$ cat src/rtl/alu_multicycle.sv
// alu_multicycle: single-issue ALU with one-cycle ops and a bit-serial arithmetic right shift
module alu_multicycle (
  input  logic        clk_i,
  input  logic        rst_i,
  input  logic        start_i,
  input  logic [3:0]  ctrl_i,
  input  logic [31:0] src1_i,
  input  logic [31:0] src2_i,
  input  logic [4:0]  shamt_i,
  output logic        busy_o,
  output logic        done_o,
  output logic [31:0] result_o,
  output logic        zero_o,
  output logic        err_o
);
  typedef enum logic [1:0] {IDLE, SHIFT, DONE} state_t;
  localparam logic [3:0] OP_SRA = 4'b1001;
  state_t      state;
  logic [31:0] sh_q;
  logic [4:0]  cnt;
  logic [31:0] alu;
  logic [31:0] sh_nxt;
  logic        ill;
  logic        go_shift;
  always_comb begin
    alu = ctrl_i == 4'b0000 ? src1_i & src2_i :
          ctrl_i == 4'b0001 ? src1_i | src2_i :
          ctrl_i == 4'b0010 ? src1_i + src2_i :
          ctrl_i == 4'b0110 ? src1_i - src2_i :
          ctrl_i == 4'b0111 ? {31'd0, src1_i < src2_i} :
          ctrl_i == 4'b1000 ? {31'd0, $signed(src1_i) < $signed(src2_i)} :
          ctrl_i == OP_SRA  ? src2_i :
          ctrl_i == 4'b1011 ? {src2_i[15:0], 16'h0000} : 32'd0;
    ill = !(ctrl_i inside {4'b0000, 4'b0001, 4'b0010, 4'b0110, 4'b0111, 4'b1000, OP_SRA, 4'b1011});
    sh_nxt = {sh_q[31], sh_q[31:1]};
    go_shift = ctrl_i == OP_SRA && shamt_i != 5'd0;
  end
  always_ff @(posedge clk_i or negedge rst_i) begin
    if (!rst_i) begin
      state    <= IDLE;
      sh_q     <= 32'd0;
      cnt      <= 5'd0;
      busy_o   <= 1'b0;
      done_o   <= 1'b0;
      result_o <= 32'd0;
      zero_o   <= 1'b1;
      err_o    <= 1'b0;
    end else begin
      case (state)
        IDLE: if (start_i) begin
          busy_o <= 1'b1;
          if (go_shift) begin
            sh_q  <= src2_i;
            cnt   <= shamt_i;
            state <= SHIFT;
          end else begin
            result_o <= alu;
            zero_o   <= alu == 32'd0;
            err_o    <= ill;
            done_o   <= 1'b1;
            state    <= DONE;
          end
        end
        SHIFT: begin
          sh_q <= sh_nxt;
          cnt  <= cnt - 5'd1;
          // the last shift lands directly in the result register
          if (cnt == 5'd1) begin
            result_o <= sh_nxt;
            zero_o   <= sh_nxt == 32'd0;
            err_o    <= 1'b0;
            done_o   <= 1'b1;
            state    <= DONE;
          end
        end
        DONE: begin
          busy_o <= 1'b0;
          done_o <= 1'b0;
          state  <= IDLE;
        end
        default: begin
          busy_o <= 1'b0;
          done_o <= 1'b0;
          state  <= IDLE;
        end
      endcase
    end
  end
endmodule

$ cat config.mk
export PLATFORM = sky130hd
export DESIGN_NAME = alu_multicycle
export DESIGN_NICKNAME = d
export VERILOG_FILES = /design/src/rtl/alu_multicycle.sv
export SDC_FILE = /design/constraint.sdc
export NUM_CORES = 1
export LEC_CHECK = 0
export ABC_AREA = 1
export CAP_MARGIN = 0
export CORE_ASPECT_RATIO = 0.5
export CORE_UTILIZATION = 35
export DETAILED_ROUTE_END_ITERATION = 8
export DONT_BUFFER_PORTS = 1
export GPL_ROUTABILITY_DRIVEN = 0
export PLACE_DENSITY = 0.45
export REMOVE_ABC_BUFFERS = 1
export SLEW_MARGIN = 30
export SYNTH_ARGS = -nofsm -noshare
export SYNTH_HDL_FRONTEND = slang
export SYNTH_SLANG_ARGS = --single-unit
$ cat constraint.sdc
create_clock -name clk_i -period 2.4 [get_ports clk_i]
set_input_delay 0.12 -clock clk_i [delete_from_list [all_inputs] [get_ports clk_i]]
set_output_delay 0.12 -clock clk_i [all_outputs]
set_load 0.02 [all_outputs]
### Yosys cells after proc, flatten, opt, wreduce, memory -nomap -nowiden

Cells that the tools add are included.

| cells by class | value |
|---|---|
| $add $sub $neg | 3 |
| $lt $le $gt $ge | 2 |
| equal/unequal tests | 13 |
| multiplexer cells | 36 |
| bitwise operators | 3 |
| reduce and logical (&&, ||, !) cells | 15 |

Operator list:

| cell | count |
|---|---|
| two-way mux 32 bit | 13 |
| case mux 32 bit (2 select lines) | 2 |
| zero test 32 bit | 2 |
| < comparator 32 bit | 2 |
| adder 32 bit | 1 |
| bitwise AND 32 bit | 1 |
| OR 32 bit | 1 |
| subtractor 32 bit | 1 |
| == test 4 bit (second input constant) | 3 |
| two-way mux 1 bit | 10 |
| two-way mux 5 bit | 2 |
| case mux 5 bit (2 select lines) | 1 |
| == test 4 x 3 -> 1 bit (second input constant) | 2 |
| != test 2 bit (second input constant) | 4 |
| case mux 1 bit (2 select lines) | 4 |
| AND reduction 4 bit | 2 |
| nonzero test 8 bit | 1 |
| two-way mux 2 bit | 3 |
| AND reduction 3 bit | 2 |
| == test 5 x 1 -> 1 bit (second input constant) | 1 |
| nonzero test 5 bit | 1 |
| subtractor 5 x 1 -> 5 bit (second input constant) | 1 |
| == test 4 x 1 -> 1 bit (second input constant) | 1 |
| == test 4 x 2 -> 1 bit (second input constant) | 1 |
| 9 further kinds | 10 |

| word-level totals | value |
|---|---|
| bits in registers | 75 |
| output and inout bits | 36 |

### Depth between registers and ports, before layout

| depth | value |
|---|---|
| depth after elaboration | 13 |
| mapped depth | 22 |
| gate-level depth less buffers | 21 |

### Least setup slack after synthesis

OpenSTA, ideal clock, no wires.

| path | value |
|---|---|
| path kind | input port to flip-flop |
| start point | input src1_i[0] |
| end point | register zero_o |
| setup time | 73 ps |
| arrival time | 2052 ps |
| path slack | 275 ps |
| stages | 19 |
| buffers on the path | 0 |
| cells stage by stage | ha_1 > fa_1 > nand2_1 > nand3_1 > nand3_1 > nand2_1 > nand2_1 > nand2_1 > a21oi_1 > nand2_1 > nand2_1 > nor2_1 > nor2_1 > nand3_1 > nor2_1 > nand2_1 > nor2_1 > nand3_1 > a21oi_1 |

| on the way | value |
|---|---|
| longest elaborated chain between the ends | 11 |

RTL lines:

| element | line | source |
|---|---|---|
| start, declared | 7 | `input logic [31:0] src1_i,` |
| < comparator 32 bit | 31 | `ctrl_i == 4'b1000 ? {31'd0, $signed(src1_i) < $signed(src2_i)} :` |
| two-way mux 32 bit | 31 |  |
| two-way mux 32 bit | 30 | `ctrl_i == 4'b0111 ? {31'd0, src1_i < src2_i} :` |
| two-way mux 32 bit | 29 | `ctrl_i == 4'b0110 ? src1_i - src2_i :` |
| two-way mux 32 bit | 28 | `ctrl_i == 4'b0010 ? src1_i + src2_i :` |
| two-way mux 32 bit | 27 | `ctrl_i == 4'b0001 ? src1_i \| src2_i :` |
| two-way mux 32 bit (*) | 26 | `alu = ctrl_i == 4'b0000 ? src1_i & src2_i :` |
| zero test 32 bit (*) | 58 | `zero_o <= alu == 32'd0;` |
| two-way mux 1 bit (*) | 52 | `if (go_shift) begin` |
| two-way mux 1 bit (*) | 50 | `IDLE: if (start_i) begin` |
| case mux 1 bit (2 select lines) (*) | 49 | `case (state)` |
| end signal, assigned | 46 | `zero_o <= 1'b1;` |
| end signal, assigned | 58 |  |
| end signal, assigned | 70 | `zero_o <= sh_nxt == 32'd0;` |
| end, declared | 13 | `output logic zero_o,` |

Every way passes the cells marked *; elsewhere a longest branch is shown, timed or not. The select of a mux whose other input is x is not followed.
A chain may end at the register's enable or synchronous reset.

### Worst setup path in the final report

| path | value |
|---|---|
| start point | input src2_i[29] |
| end point | register zero_o |

| on the way | value |
|---|---|
| longest elaborated chain between the ends | 11 |

RTL lines:

| element | line | source |
|---|---|---|
| start, declared | 8 | `input logic [31:0] src2_i,` |
| < comparator 32 bit / two-way mux 32 bit (equally long branches) | 31, 32 |  |
| two-way mux 32 bit | 31 |  |
| two-way mux 32 bit | 30 |  |
| two-way mux 32 bit | 29 |  |
| two-way mux 32 bit | 28 |  |
| two-way mux 32 bit | 27 |  |
| two-way mux 32 bit (*) | 26 |  |
| zero test 32 bit (*) | 58 |  |
| two-way mux 1 bit (*) | 52 |  |
| two-way mux 1 bit (*) | 50 |  |
| case mux 1 bit (2 select lines) (*) | 49 |  |

Marked as above.

==> flow_metrics.env <==
export IMPL_met3_usage=0.106
export IMPL_cts_tree="done"
export IMPL_via_per_inst=5.23
export IMPL_period_share=1.02
export IMPL_cts_sinks=74
export IMPL_cp_max_fo=7
export IMPL_met2_usage=0.442
export IMPL_crit_chain="inv_1, ha_1, o21ai_0, a21oi_1, nand2_1, a21oi_1, nand3_1, nand3_1, nand4_1, nand2_1, nand3_2, nor3_4, nand3_2, a21oi_2"
export IMPL_slew_violations=0
export IMPL_synth_ff_type="dfrtp_1"
export IMPL_swShare=0.469
export IMPL_p_clk_frac=0.173
export IMPL_status="complete, but fails checks"
export IMPL_grt_pass1_wl_um=71200
export IMPL_p_leak_nw=7.33
export IMPL_register_area_um2=1850
export IMPL_start_kind="input pin"
export IMPL_min_path_type="input pin to flip-flop"
export IMPL_hold_violations=0
export IMPL_synthToLayoutAreaGrowth_pct=36.1
export IMPL_num_vias=12700
export IMPL_worst_pin_slew_ns=0.727
export IMPL_finalNetCount=2211
export IMPL_die_h_um=122
export IMPL_violations="negative setup slack"
export IMPL_htree_levels=3
export IMPL_die_area_um2=29700
export IMPL_slew_headroom=0.510
export IMPL_hpwl_um=39800
export IMPL_crit_slowest_cell="ha_1"
export IMPL_intPower_w=0.00453
export IMPL_antenna_found_initial=1
export IMPL_rsz0062_at_grt="yes"
export IMPL_drive_gt1_frac=0.226
export IMPL_ys_seq_elements=74
export IMPL_routed_wl_um=48700
export IMPL_busiest_layer="met1"
export IMPL_finalClockSkew_ns=0.00735
export IMPL_async_reset_ff_frac=1.00
export IMPL_path_clk_slew_ns=0.06
export IMPL_placed_cells=2366
export IMPL_max_cap_violations=0
export IMPL_worstSetupPathType="input pin to flip-flop"
export IMPL_setup_ws_ns=-0.0550
export IMPL_grt_pass1_vias=11800
export IMPL_n_fill_cell=2985
export IMPL_slowest_delay_ns=0.47
export IMPL_fmax_ghz=0.407
export IMPL_crit_family="compound AO/OA/AOI/OAI gates"
export IMPL_seqPwrFrac=0.307
export IMPL_yosysWarnings=0
export IMPL_p_sw_w=0.00401
export IMPL_fp_row_count=43
export IMPL_start_util=0.361
export IMPL_numPortBuffers=0
export IMPL_ant_nets=0
export IMPL_synthCells=1764
export IMPL_cts_path_max_buffers=2
export IMPL_fin_tns_setup_ns=-0.0550
export IMPL_endpoint_kind="flip-flop"
export IMPL_fin_crit_ns=2.45
export IMPL_syn_area_um2=10200
export IMPL_insertion_delay_ns=0.33
export IMPL_drc=0
export IMPL_overflow=0
export IMPL_die_width_um=243
export IMPL_clockRootBuffer="clkbuf_16"
export IMPL_core_area_um2=28100
export IMPL_cp_required_ns=2.66
export IMPL_drt_first_pass_iters=5
export IMPL_synth_seq_area_share=0.183
export IMPL_power_density_nw_per_um2=618
export IMPL_multi_input_area_um2=7290
export IMPL_synth_cell_type_count=41
export IMPL_pwr_share_comb=0.520
export IMPL_finalSetupViolations=1
export IMPL_drt_iter0_drc=1559
export IMPL_io_pins=112
export IMPL_synth_edf_count=0
export IMPL_numCtsBuffers=9
export IMPL_wire_per_inst_um=20.1
export IMPL_cp_arrival_ns=2.72
export IMPL_path_buf_inv=1
export IMPL_use_met1=0.482
export IMPL_ir_worst_vdd_v=0.000641
export IMPL_grt_max_degree=75
export IMPL_post_layout_nonfiller_instances=2422
export IMPL_syn_avg_cell_area_um2=5.75
export IMPL_grt_usage=0.322
[metal layers]
| layer | up-vias | part of all wire |
|---|---|---|
| met3 | 31 | 0.12 |
| met4 | 0 | 0.012 |
| li1 | 6115 | - |
| met5 | - | 0 |
| met1 | 6014 | 0.48 |
| met2 | 500 | 0.39 |
[path summary, 6_finish.rpt]
check / startpoint / end / slack (ns) / cells past startpoint
worst max-delay path: src2_i[29] / zero_o / -0.05 / 14
min in group asynchronous: rst_i / cnt[3] / 0.40 / 2
worst min-delay path: shamt_i[2] / cnt[2] / 0.02 / 2
worst max register to register: state[1] / zero_o / 0.19 / 14
max in group asynchronous: rst_i / zero_o / 1.67 / 2
worst min register to register: sh_q[7] / sh_q[6] / 0.53 / 2
[per-stage QoR]
step	util	cell area, µm²	hold WS [ns]	worst slack, ns	power [W]
final	0.492	13800	0.0180	-0.0550	0.00854
after global placement	0.447	12500	-0.173	-0.670	0.00665
after global routing	0.492	13800	0.0149	-0.111	0.00912
after detailed placement	0.447	12500	-0.173	-0.757	0.00671
after CTS	0.471	13200	0.00514	-0.0864	0.00832
after floorplan	-	9830	-0.176	-1.61	0.00489
[cell families after synthesis]
| logic type | after synthesis | synth area share |
|---|---|---|
| multiplexers | 1 | 0.000986 |
| buffers and inverters | 393 | 0.155 |
| flip-flops | 74 | 0.183 |
| XOR/XNOR | 5 | 0.00431 |
| adder cells (fa/ha/maj) | 100 | 0.125 |
| AND/OR/NAND/NOR | 989 | 0.417 |
| AO/OA/AOI/OAI | 202 | 0.116 |
[synthesized netlist by cell type (22+ instances only)]
cell type,number,area (µm²)
a21oi_1,59,295
o21ai_0,53,265
nor3_1,24,120
buf_2,27,135
a31oi_1,28,175
or2_2,22,138
o211ai_1,25,188
dfrtp_1,73,1830
nand3_1,170,851
nand2_1,496,1860
ha_1,98,1230
nor2_1,210,788
inv_1,322,1210
nand4_1,40,250
[placed cells by master, fill, tap and decap left out, types with 3 or more instances in the layout]
cell	netlist	layout
nor2_1	210	183
nor4_1	3	3
o21bai_2	0	3
nand2_2	3	18
nand2_1	496	477
inv_2	10	12
xor2_1	5	5
a21oi_1	59	48
a31oi_1	28	28
nand3_1	170	158
o21ai_1	1	7
nor3_1	24	20
nor2_4	0	5
dlygate4sd3_1	0	28
nor3_2	5	6
o22ai_1	20	20
nor2_2	3	25
nand2_4	0	4
o21bai_1	8	5
clkbuf_16	0	9
o21ai_0	53	44
nand3_2	6	17
or2_2	22	22
ha_1	98	79
ha_4	0	17
buf_4	6	281
a21oi_2	1	11
o21a_1	3	3
buf_12	0	9
nand3b_1	3	3
o211ai_1	25	25
dfrtp_1	73	73
nor3_4	0	3
o21ai_2	0	3
inv_1	322	320
nand4_1	40	40
[power groups by stage]
stage | logic (W) | registers (W) | clock network [W]
6_report | 0.00444 | 0.00262 | 0.00148
4_1_cts | 0.00420 | 0.00263 | 0.00150
3_3_place_gp | 0.00402 | 0.00263 | 0
5_1_grt | 0.00489 | 0.00269 | 0.00154
2_1_floorplan | 0.00239 | 0.00250 | 0
3_5_place_dp | 0.00407 | 0.00264 | 0
[cell type report]
cell class,instances,area share
Multi-Input combinational cell,1297,0.528
Sequential cell,74,0.134
Tap cell,382,0.0346
Clock buffer,13,0.0188
Clock inverter,2,0.00435
Inverter,332,0.0902
Timing Repair Buffer,321,0.190
Antenna cell,1,0.000181
[flip-flops by register name, summed over array words and instances (netlist names)]
name and cells:
busy_o 1, cnt 5, done_o 1, err_o 1, result_o 32, sh_q 31, state 2, zero_o 1
[repair_timing]
| action | in CTS | in global routing |
|---|---|---|
| hold buffers | 29 | 0 |
| endpoints found under the hold margin | 102 | 0 |
| pin swaps | 5 | 19 |
| gates resized for setup | 14 | 117 |
| endpoints found under the setup margin | 4 | 15 |
| buffers inserted | 3 | 8 |
Power figures use the tool's default switching activity.
